--- src/rtl/corner_tile_pkg.sv ---
// Shared select encodings and config-chain sizing for the corner routing tile.
// Define CORNER_TILE_PARITY_EN to append an even-parity bit to the config chain.
package corner_tile_pkg;

    localparam int unsigned SEL_W = 2;

    localparam logic [SEL_W-1:0] SEL_TIE0     = 2'd0;
    localparam logic [SEL_W-1:0] SEL_STRAIGHT = 2'd1;
    localparam logic [SEL_W-1:0] SEL_SKEW     = 2'd2;
    localparam logic [SEL_W-1:0] SEL_PAD      = 2'd3;

`ifdef CORNER_TILE_PARITY_EN
    localparam bit PARITY_EN = 1'b1;
`else
    localparam bit PARITY_EN = 1'b0;
`endif

    // Two output directions per track, one select each.
    function automatic int unsigned cfg_len(input int unsigned chan_w);
        return 2 * SEL_W * chan_w + (PARITY_EN ? 32'd1 : 32'd0);
    endfunction

endpackage

--- src/rtl/corner_cfg_chain.sv ---
// Config shift chain with bit counter, optional parity check and an atomically committed
// active register. Parity is enabled by the CORNER_TILE_PARITY_EN macro (see package).
module corner_cfg_chain
    import corner_tile_pkg::*;
#(
    parameter int unsigned CfgLen = 16,
    parameter int unsigned DataW  = 16
) (
    input  logic             prog_clk,
    input  logic             prog_reset,
    input  logic             ccff_head,
    input  logic             ccff_shift,
    input  logic             cfg_commit,
    output logic             ccff_tail,
    output logic             cfg_valid,
    output logic             cfg_err,
    output logic [DataW-1:0] cfg_sel
);

    localparam int unsigned    CntW   = $clog2(CfgLen + 1);
    localparam logic [CntW-1:0] CntMax = CntW'(CfgLen);

    logic [CfgLen-1:0] shadow_q, shadow_d;
    logic [DataW-1:0]  active_q, active_d;
    logic [CntW-1:0]   bit_cnt_q, bit_cnt_d;
    logic              valid_q, valid_d;
    logic              err_q, err_d;
    logic              parity_ok;
    logic              commit_ok;

    always_comb begin
        parity_ok = PARITY_EN ? ~(^shadow_q) : 1'b1;
        commit_ok = cfg_commit && (bit_cnt_q == CntMax) && parity_ok;

        shadow_d  = shadow_q;
        bit_cnt_d = bit_cnt_q;
        active_d  = active_q;
        valid_d   = valid_q;
        err_d     = err_q;

        if (ccff_shift) begin
            shadow_d = {shadow_q[CfgLen-2:0], ccff_head};
            if (bit_cnt_q != CntMax) begin
                bit_cnt_d = bit_cnt_q + 1'b1;
            end
        end

        // Commit sees the pre-shift shadow; a concurrent shift counts as the first new bit.
        if (commit_ok) begin
            active_d  = shadow_q[CfgLen-1 -: DataW];
            valid_d   = 1'b1;
            err_d     = 1'b0;
            bit_cnt_d = ccff_shift ? CntW'(1) : '0;
        end else if (cfg_commit) begin
            err_d = 1'b1;
        end
    end

    always_ff @(posedge prog_clk) begin
        if (prog_reset) begin
            shadow_q  <= '0;
            active_q  <= '0;
            bit_cnt_q <= '0;
            valid_q   <= 1'b0;
            err_q     <= 1'b0;
        end else begin
            shadow_q  <= shadow_d;
            active_q  <= active_d;
            bit_cnt_q <= bit_cnt_d;
            valid_q   <= valid_d;
            err_q     <= err_d;
        end
    end

    assign ccff_tail = shadow_q[CfgLen-1];
    assign cfg_valid = valid_q;
    assign cfg_err   = err_q;
    assign cfg_sel   = active_q;

endmodule

--- src/rtl/corner_sb_tile.sv ---
// Parametrised corner switch-box tile: corner-turn 4:1 muxes per output track driven by a
// glitch-free committed config chain. Optional chain parity via CORNER_TILE_PARITY_EN.
module corner_sb_tile
    import corner_tile_pkg::*;
#(
    parameter int unsigned CHAN_W   = 30,
    parameter int unsigned NUM_PADS = 8
) (
    input  logic                prog_clk,
    input  logic                prog_reset,
    input  logic                ccff_head,
    input  logic                ccff_shift,
    input  logic                cfg_commit,
    input  logic [CHAN_W-1:0]   chanx_right_in,
    input  logic [CHAN_W-1:0]   chany_top_in,
    input  logic [NUM_PADS-1:0] pad_in,
    output logic                ccff_tail,
    output logic                cfg_valid,
    output logic                cfg_err,
    output logic [CHAN_W-1:0]   chanx_right_out,
    output logic [CHAN_W-1:0]   chany_top_out
);

    localparam int unsigned DataW  = 2 * SEL_W * CHAN_W;
    localparam int unsigned CfgLen = cfg_len(CHAN_W);

    logic [DataW-1:0] cfg_sel;

    corner_cfg_chain #(
        .CfgLen(CfgLen),
        .DataW (DataW)
    ) u_cfg_chain (
        .prog_clk  (prog_clk),
        .prog_reset(prog_reset),
        .ccff_head (ccff_head),
        .ccff_shift(ccff_shift),
        .cfg_commit(cfg_commit),
        .ccff_tail (ccff_tail),
        .cfg_valid (cfg_valid),
        .cfg_err   (cfg_err),
        .cfg_sel   (cfg_sel)
    );

    for (genvar i = 0; i < CHAN_W; i++) begin : g_track
        localparam int unsigned Skew = (i + 1) % CHAN_W;
        localparam int unsigned Pad  = i % NUM_PADS;

        logic [SEL_W-1:0] sel_x, sel_y;
        logic             x_bit, y_bit;

        // Chanx selects occupy the upper half of the data field, track 0 first.
        assign sel_x = cfg_sel[DataW - 1 - SEL_W * i -: SEL_W];
        assign sel_y = cfg_sel[DataW - 1 - SEL_W * (CHAN_W + i) -: SEL_W];

        always_comb begin
            case (sel_x)
                SEL_STRAIGHT: x_bit = chany_top_in[i];
                SEL_SKEW:     x_bit = chany_top_in[Skew];
                SEL_PAD:      x_bit = pad_in[Pad];
                default:      x_bit = 1'b0;
            endcase
        end

        always_comb begin
            case (sel_y)
                SEL_STRAIGHT: y_bit = chanx_right_in[i];
                SEL_SKEW:     y_bit = chanx_right_in[Skew];
                SEL_PAD:      y_bit = pad_in[Pad];
                default:      y_bit = 1'b0;
            endcase
        end

        assign chanx_right_out[i] = x_bit;
        assign chany_top_out[i]   = y_bit;
    end

endmodule
--- config.mk ---
export PLATFORM = sky130hd
export DESIGN_NAME = corner_sb_tile
export DESIGN_NICKNAME = d
export VERILOG_FILES = /design/src/rtl/corner_tile_pkg.sv /design/src/rtl/corner_cfg_chain.sv /design/src/rtl/corner_sb_tile.sv
export SDC_FILE = /design/constraint.sdc
export NUM_CORES = 1
export LEC_CHECK = 0
export CAP_MARGIN = 20
export CORE_UTILIZATION = 30
export CTS_CLUSTER_SIZE = 28
export DETAILED_ROUTE_END_ITERATION = 10
export SYNTH_ARGS = -nofsm -noshare
export SYNTH_HDL_FRONTEND = slang
export SYNTH_SLANG_ARGS = --single-unit
--- constraint.sdc ---
create_clock -name prog_clk -period 2 [get_ports prog_clk]
set_clock_uncertainty 0.2 [all_clocks]
set_input_delay 0.3 -clock prog_clk [delete_from_list [all_inputs] [get_ports prog_clk]]
set_output_delay 0.3 -clock prog_clk [all_outputs]
set_load 0.01 [all_outputs]
==> flow_metrics.py, run 1 <==
metrics = {
    "timing": {
        "fin_crit_sh_pct": 98.8,
        "setup_tns_ns": 0,
        "timing.final.ws_setup_ns": 0.0233,
        "hold_violations": 0,
        "timing.fmax_mhz": 506,
        "layout_min_cycle_time_ns": 1.98,
        "rsz0062_at_grt": "true",
        "finalMaxSlewViolations": 0,
        "setup_viol": 0,
        "worst_slew_pin_slew_ns": 0.569,
        "maxSlewHeadroom_pct": 62.1,
    },
    "global_routing": {
        "grt_use_met3_pct": 2.17,
        "grt_pass1_vias": 8643,
        "grt_max_degree": 68,
        "grt_most_used_layer": "met2",
        "antenna_found_initial": 2,
        "grtUsageMet2_pct": 24.4,
        "grt.met1_usage_pct": 22.4,
        "grt_usage_pct": 15.6,
        "grt_pass1_wl_um": 47800,
        "grt.overflow.total": 0,
    },
    "die": {
        "ioPinCount": 136,
        "start_util_pct": 30.7,
        "dieArea_um2": 37500,
        "fp.dieW_um": 194,
        "rows": 69,
        "die_h_um": 194,
        "core_um2": 35900,
    },
    "clock_tree": {
        "clock-root-buffer": "clkbuf_16",
        "cts_tree": "built",
        "cts-buffers-inserted": 28,
        "clk_latency_ns": 0.53,
        "ctsHtreeMaxLevel": 1,
        "clk_path_buf_depth": 3,
        "clk_pin_slew_ns": 0.06,
        "cts_num_sinks": 249,
    },
    "power": {
        "power_mw": 11.3,
        "power_density_nw_per_um2": 790,
        "p_leak_nw": 5.66,
        "vdd_ir_drop_max_v": 0.000624,
    },
    "yosys": {
        "yosys.area.top_type_share_pct": 45.2,
        "synth-edff-count": 0,
        "yosys_warnings": 0,
        "synth_area_leader_cell": "dfxtp_1",
        "syn_area_um2": 11000,
        "syn-num-nets": 1361,
        "synth_cell_types": 32,
        "synthTopCellsByArea": "dfxtp_1 (45%), mux2i_1 (11%), o21ai_0 (8.3%)",
        "avgSynthCellArea_um2": 8.58,
        "yosysSeqAreaShare_pct": 45.2,
        "async_flop_share_pct": 0,
        "yosys_most_used_dff": "dfxtp_1",
        "synthCells": 1286,
        "yosys.cell_count.top_type": "dfxtp_1",
        "ys_top_cells_by_count": "dfxtp_1 (249), o21ai_0 (182), nand2_1 (124), nor2_1 (124), a21oi_1 (122)",
        "ys_ff_latch": 249,
    },
    "min_path": {
        "hp-class": "flop to flop",
        "hold_start": "u_cfg_chain.shadow_q[105]$_SDFFE_PP0P_",
    },
    "routing": {
        "viasPerCell": 5.01,
        "wl_per_cell_um": 16.4,
        "ant_nets": 0,
        "routed_wirelength_um": 30700,
        "dr.pass1.iters": 5,
        "drtIter0Drc": 628,
        "vias": 9404,
        "drc_errors": 0,
    },
    "placed_design": {
        "place_area_um2": 12700,
        "gp_congestion": 0.776,
        "dpl_worst_slack_ns": -0.508,
        "portBuffers": 135,
        "dp_hpwl_um": 18900,
    },
    "finish": {
        "fillCellCount": 3645,
        "area_growth_pct": 30.1,
        "finalNetCount": 1468,
        "register_area_um2": 5060,
        "stdcell_area_um2": 14400,
        "drive_gt1_share_pct": 27.6,
        "multiInputGateArea_um2": 5550,
    },
    "outcome": {
        "status": "finished clean",
    },
    "critical_path": {
        "crit_start": "pad_in[1]",
        "crit_arrival_ns": 1.48,
        "worstSetupPathType": "primary input to primary output",
        "crit_path_end_kind": "primary output",
        "cp_max_fo": 8,
        "startpoint_type": "primary input",
        "required_ns": 1.50,
        "reg2reg_from": "u_cfg_chain.bit_cnt_q[1]$_SDFFE_PP0P_",
    },
    "run": {
        "drv_cap": 0,
    },
}
## state kept, by name, summed over array words and instances, names as in the netlist
| name | flops |
|---|---|
| u_cfg_chain.bit_cnt_q | 7 |
| u_cfg_chain.cfg_err | 1 |
| u_cfg_chain.cfg_sel | 120 |
| u_cfg_chain.cfg_valid | 1 |
| u_cfg_chain.shadow_q | 120 |
## cells by family after synthesis
| group | synth area share, % |
|---|---|
| compound gates | 14.4 |
| xor+xnor | 0.159 |
| fa+ha+maj | 0.227 |
| buf+inv | 8.20 |
| flops | 45.2 |
| mux | 17.0 |
| simple gates | 14.8 |
## critical path, cell delays in order
cell and delay [ns]:
clkdlybuf4s50_1 0.44, buf_12 0.17, mux2_4 0.27, nand2_2 0.07, o21ai_2 0.07, buf_2 0.14
## layout by cell type (no fill, tap or decap), types with 4 or more instances in the layout
cell             synthesis  layout
dlymetal6s2s_1           0       4
mux2_2                  60      12
buf_4                   70      70
nand2_1                124      93
dfxtp_2                  0      58
buf_6                    1       6
clkbuf_16                0      29
nand3_1                121     120
nand2_2                  0      29
bufinv_16                0       7
mux2_4                   0      48
clkinv_2                 0       7
nor2_1                 124     124
o21ai_1                  0      28
a21oi_1                122     122
o21ai_0                182     126
dfxtp_1                249     189
clkdlybuf4s50_1          0      66
buf_2                   30      59
mux2i_1                120     120
buf_12                   0      23
o21ai_2                  0      26
## per-stage QoR
step                instances  utilization, %  hold slack (ns)
finish                   1876            40.0            0.274
global route             1876            40.0            0.296
CTS                      1852            38.7            0.272
detailed placement       1770            35.4            0.269
global placement         1770            35.4            0.260
floorplan                1286               -            0.247
## layout make-up
cell class | count | area share (%)
Clock buffer | 34 | 5.39
Antenna cell | 1 | 0.0174
Tap cell | 461 | 4.02
Timing Repair Buffer | 233 | 14.7
Sequential cell | 249 | 35.3
Multi-Input combinational cell | 878 | 38.7
Inverter | 3 | 0.0784
Clock inverter | 17 | 1.88
## path summary, 6_finish.rpt
path / to / cells after the start / slack, ns
max: chany_top_out[1] / 6 / 0.02
min reg2reg: u_cfg_chain.cfg_sel[105]$_SDFFE_PP0P_ / 2 / 0.27
max reg2reg: u_cfg_chain.cfg_sel[65]$_SDFFE_PP0P_ / 6 / 0.11
min: u_cfg_chain.cfg_sel[105]$_SDFFE_PP0P_ / 2 / 0.27
## where the power goes
| group | switching [mW] | internal, mW |
|---|---|---|
| Combinational | 0.306 | 0.322 |
| Sequential | 0.00541 | 4.96 |
| Clock | 2.10 | 3.66 |
## repair_timing
action / in CTS / in global routing
pin swaps: 1 / 10
setup buffers: 29 / 23
hold buffers: 2 / 0
gates resized for setup: 383 / 111
endpoints found under the hold margin: 19 / 0
endpoints found under the setup margin: 61 / 165
## per-layer routing
layer / part of all wire, % / routed length [um]
met1: 49 / 14900
met2: 44 / 13500
met3: 5.1 / 1580
met4: 2.2 / 673
met5: 0 / 0
No activity file was read; power rests on OpenSTA's default activity.
==> inputs of run 2 (changes only) <==
Settings changed: CELL_PAD_IN_SITES_DETAIL_PLACEMENT set to 0, CELL_PAD_IN_SITES_GLOBAL_PLACEMENT set to 1, PLACE_DENSITY_LB_ADDON set to 0.1, SLEW_MARGIN set to 10.
==> flow_metrics.py, run 2 (same netlist as run 1, synthesis figures left out) <==
metrics = {
    "routing": {
        "viasPerCell": 4.96,
        "routed_wirelength_um": 32800,
        "vias": 9331,
        "drtIter0Drc": 492,
        "dr.pass1.iters": 6,
        "wl_per_cell_um": 17.4,
        "ant_nets": 0,
        "drc_errors": 0,
    },
    "finish": {
        "layout_common_cells": "dfxtp_1 (189), o21ai_0 (128), nor2_1 (124)",
        "finish.utilization_pct": 39.9,
        "finalNetCount": 1479,
        "area_growth_pct": 29.9,
        "antenna_cells": 0,
        "mostFrequentLayoutCell": "dfxtp_1",
        "fillCellCount": 3676,
        "drive_gt1_share_pct": 27.3,
    },
    "die": {
        "start_util_pct": 30.7,
        "die_h_um": 194,
        "rows": 69,
        "fp.dieW_um": 194,
        "ioPinCount": 136,
        "dieArea_um2": 37500,
        "core_um2": 35900,
    },
    "global_routing": {
        "grt_usage_pct": 17.0,
        "grt_pass1_vias": 9168,
        "grt_pass1_wl_um": 51700,
        "grt.overflow.total": 0,
        "antenna_found_initial": 1,
        "grt_max_degree": 77,
    },
    "critical_path": {
        "cp_max_fo": 8,
        "crit_path_end_kind": "primary output",
        "startpoint_type": "primary input",
        "crit_chain": "clkdlybuf4s50_1 > buf_12 > mux2_4 > nand2_1 > o21ai_1 > buf_2",
        "cp.depth": 6,
        "r2r_cells": 6,
        "crit_slowest_cell": "clkdlybuf4s50_1",
        "path_buf_inv": 3,
        "crit_arrival_ns": 1.48,
        "crit_path_max_incr_delay_ns": 0.45,
        "worstSetupPathType": "primary input to primary output",
        "required_ns": 1.50,
        "cp_top_family": "buffers and inverters",
    },
    "timing": {
        "worst_slew_pin_slew_ns": 0.364,
        "layout_min_cycle_time_ns": 1.98,
        "finalMaxSlewViolations": 0,
        "timing.final.ws_setup_ns": 0.0211,
        "setup_tns_ns": 0,
        "maxSlewHeadroom_pct": 75.6,
        "rsz0062_at_grt": "true",
        "fin_crit_sh_pct": 98.9,
        "timing.fmax_mhz": 505,
        "setup_viol": 0,
        "hold_violations": 0,
        "whs_ns": 0.273,
    },
    "power": {
        "netSwitchingFraction_pct": 22.3,
        "power_report.internal_total_mw": 8.36,
        "power_density_nw_per_um2": 751,
        "pwr-share-clk_pct": 47.7,
        "power_mw": 10.8,
        "power_frac_comb_pct": 6.1,
        "vdd_ir_drop_max_v": 0.000629,
        "p_leak_nw": 5.67,
        "p_switching_mw": 2.40,
        "sequentialPowerShare_pct": 46.2,
    },
    "clock_tree": {
        "cts-buffers-inserted": 30,
        "clk_latency_ns": 0.54,
        "clk_path_buf_depth": 3,
        "clock-root-buffer": "clkbuf_16",
        "cts_tree": "built",
        "ctsHtreeMaxLevel": 1,
        "clk_pin_slew_ns": 0.06,
        "cts_num_sinks": 249,
    },
    "placed_design": {
        "gp_congestion": 0.707,
        "portBuffers": 135,
        "dp_hpwl_um": 20600,
        "dpl_worst_slack_ns": -0.467,
    },
    "min_path": {
        "min_path_cells": 2,
        "hp-class": "flop to flop",
    },
    "run": {
        "drv_cap": 0,
    },
    "outcome": {
        "status": "finished clean",
    },
}
==> run 2: cell count changes in the layout (fill, tap and decap cells not counted), sizes merged <==
cell | before | now
clkinv | 7 | 4
buf | 158 | 167
dlygate4sd2 | 3 | 6
bufinv | 7 | 0
dlymetal6s2s | 4 | 3
clkbuf | 34 | 46
diode | 1 | 0
inv | 5 | 3
clkinvlp | 1 | 0
clkdlybuf4s50 | 66 | 64
==> run 2: metrics by stage <==
stage / cell area (um^2) / cells
after floorplan: 11000 / 1286
after global placement: 12800 / 1780
after detailed placement: 12800 / 1780
after CTS: 13900 / 1872
after global routing: 14300 / 1883
final: 14300 / 1883
==> run 2: worst paths after layout <==
kind                                          from                                     to  slack [ns]
max                                      pad_in[0]                    chanx_right_out[24]        0.02
min          u_cfg_chain.shadow_q[37]$_SDFFE_PP0P_   u_cfg_chain.cfg_sel[37]$_SDFFE_PP0P_        0.27
max reg2reg  u_cfg_chain.bit_cnt_q[1]$_SDFFE_PP0P_  u_cfg_chain.bit_cnt_q[5]$_SDFFE_PP0P_        0.17
min reg2reg  u_cfg_chain.shadow_q[37]$_SDFFE_PP0P_   u_cfg_chain.cfg_sel[37]$_SDFFE_PP0P_        0.27
==> run 2: power groups by stage <==
stage / logic (mW) / registers, mW / clock network [mW]
4_1_cts: 0.631 / 4.97 / 5.30
2_1_floorplan: 0.243 / 5.08 / 0
6_report: 0.659 / 4.97 / 5.13
3_5_place_dp: 0.617 / 5.08 / 0
5_1_grt: 0.699 / 4.97 / 5.51
3_3_place_gp: 0.623 / 5.08 / 0
==> run 2: what timing repair did <==
item	4_1_cts	5_1_grt
gates resized for setup	378	117
hold endpoints to repair	36	0
pin swaps	1	6
hold buffers	2	0
setup buffers	40	11
endpoints found under the setup margin	61	65
==> run 2: final cells by class <==
class,instances,area [um^2],area share (%)
repair buffers,242,2190,15.3
inverters,3,11.3,0.0786
clock buffers,46,902,6.29
well taps,461,577,4.02
clock inverters,4,20.0,0.140
multi-input cells,878,5560,38.8
flip-flops and latches,249,5070,35.4
==> run 2: worst register-to-register path: stages (launching register included) <==
cell      delay [ns]
dfxtp_1         0.34
inv_1           0.08
ha_1            0.22
nand4b_4        0.18
buf_4           0.25
nor2_1          0.32
o31ai_1         0.13
==> run 2: layer usage <==
metal | global-route usage [%] | part of all wire, % | wire [um]
met4 | 3.70 | 1.6 | 516
met2 | 27.4 | 45 | 14700
met3 | 2.21 | 3.7 | 1220
met1 | 24.2 | 50 | 16300
met5 | 0 | 0 | 0
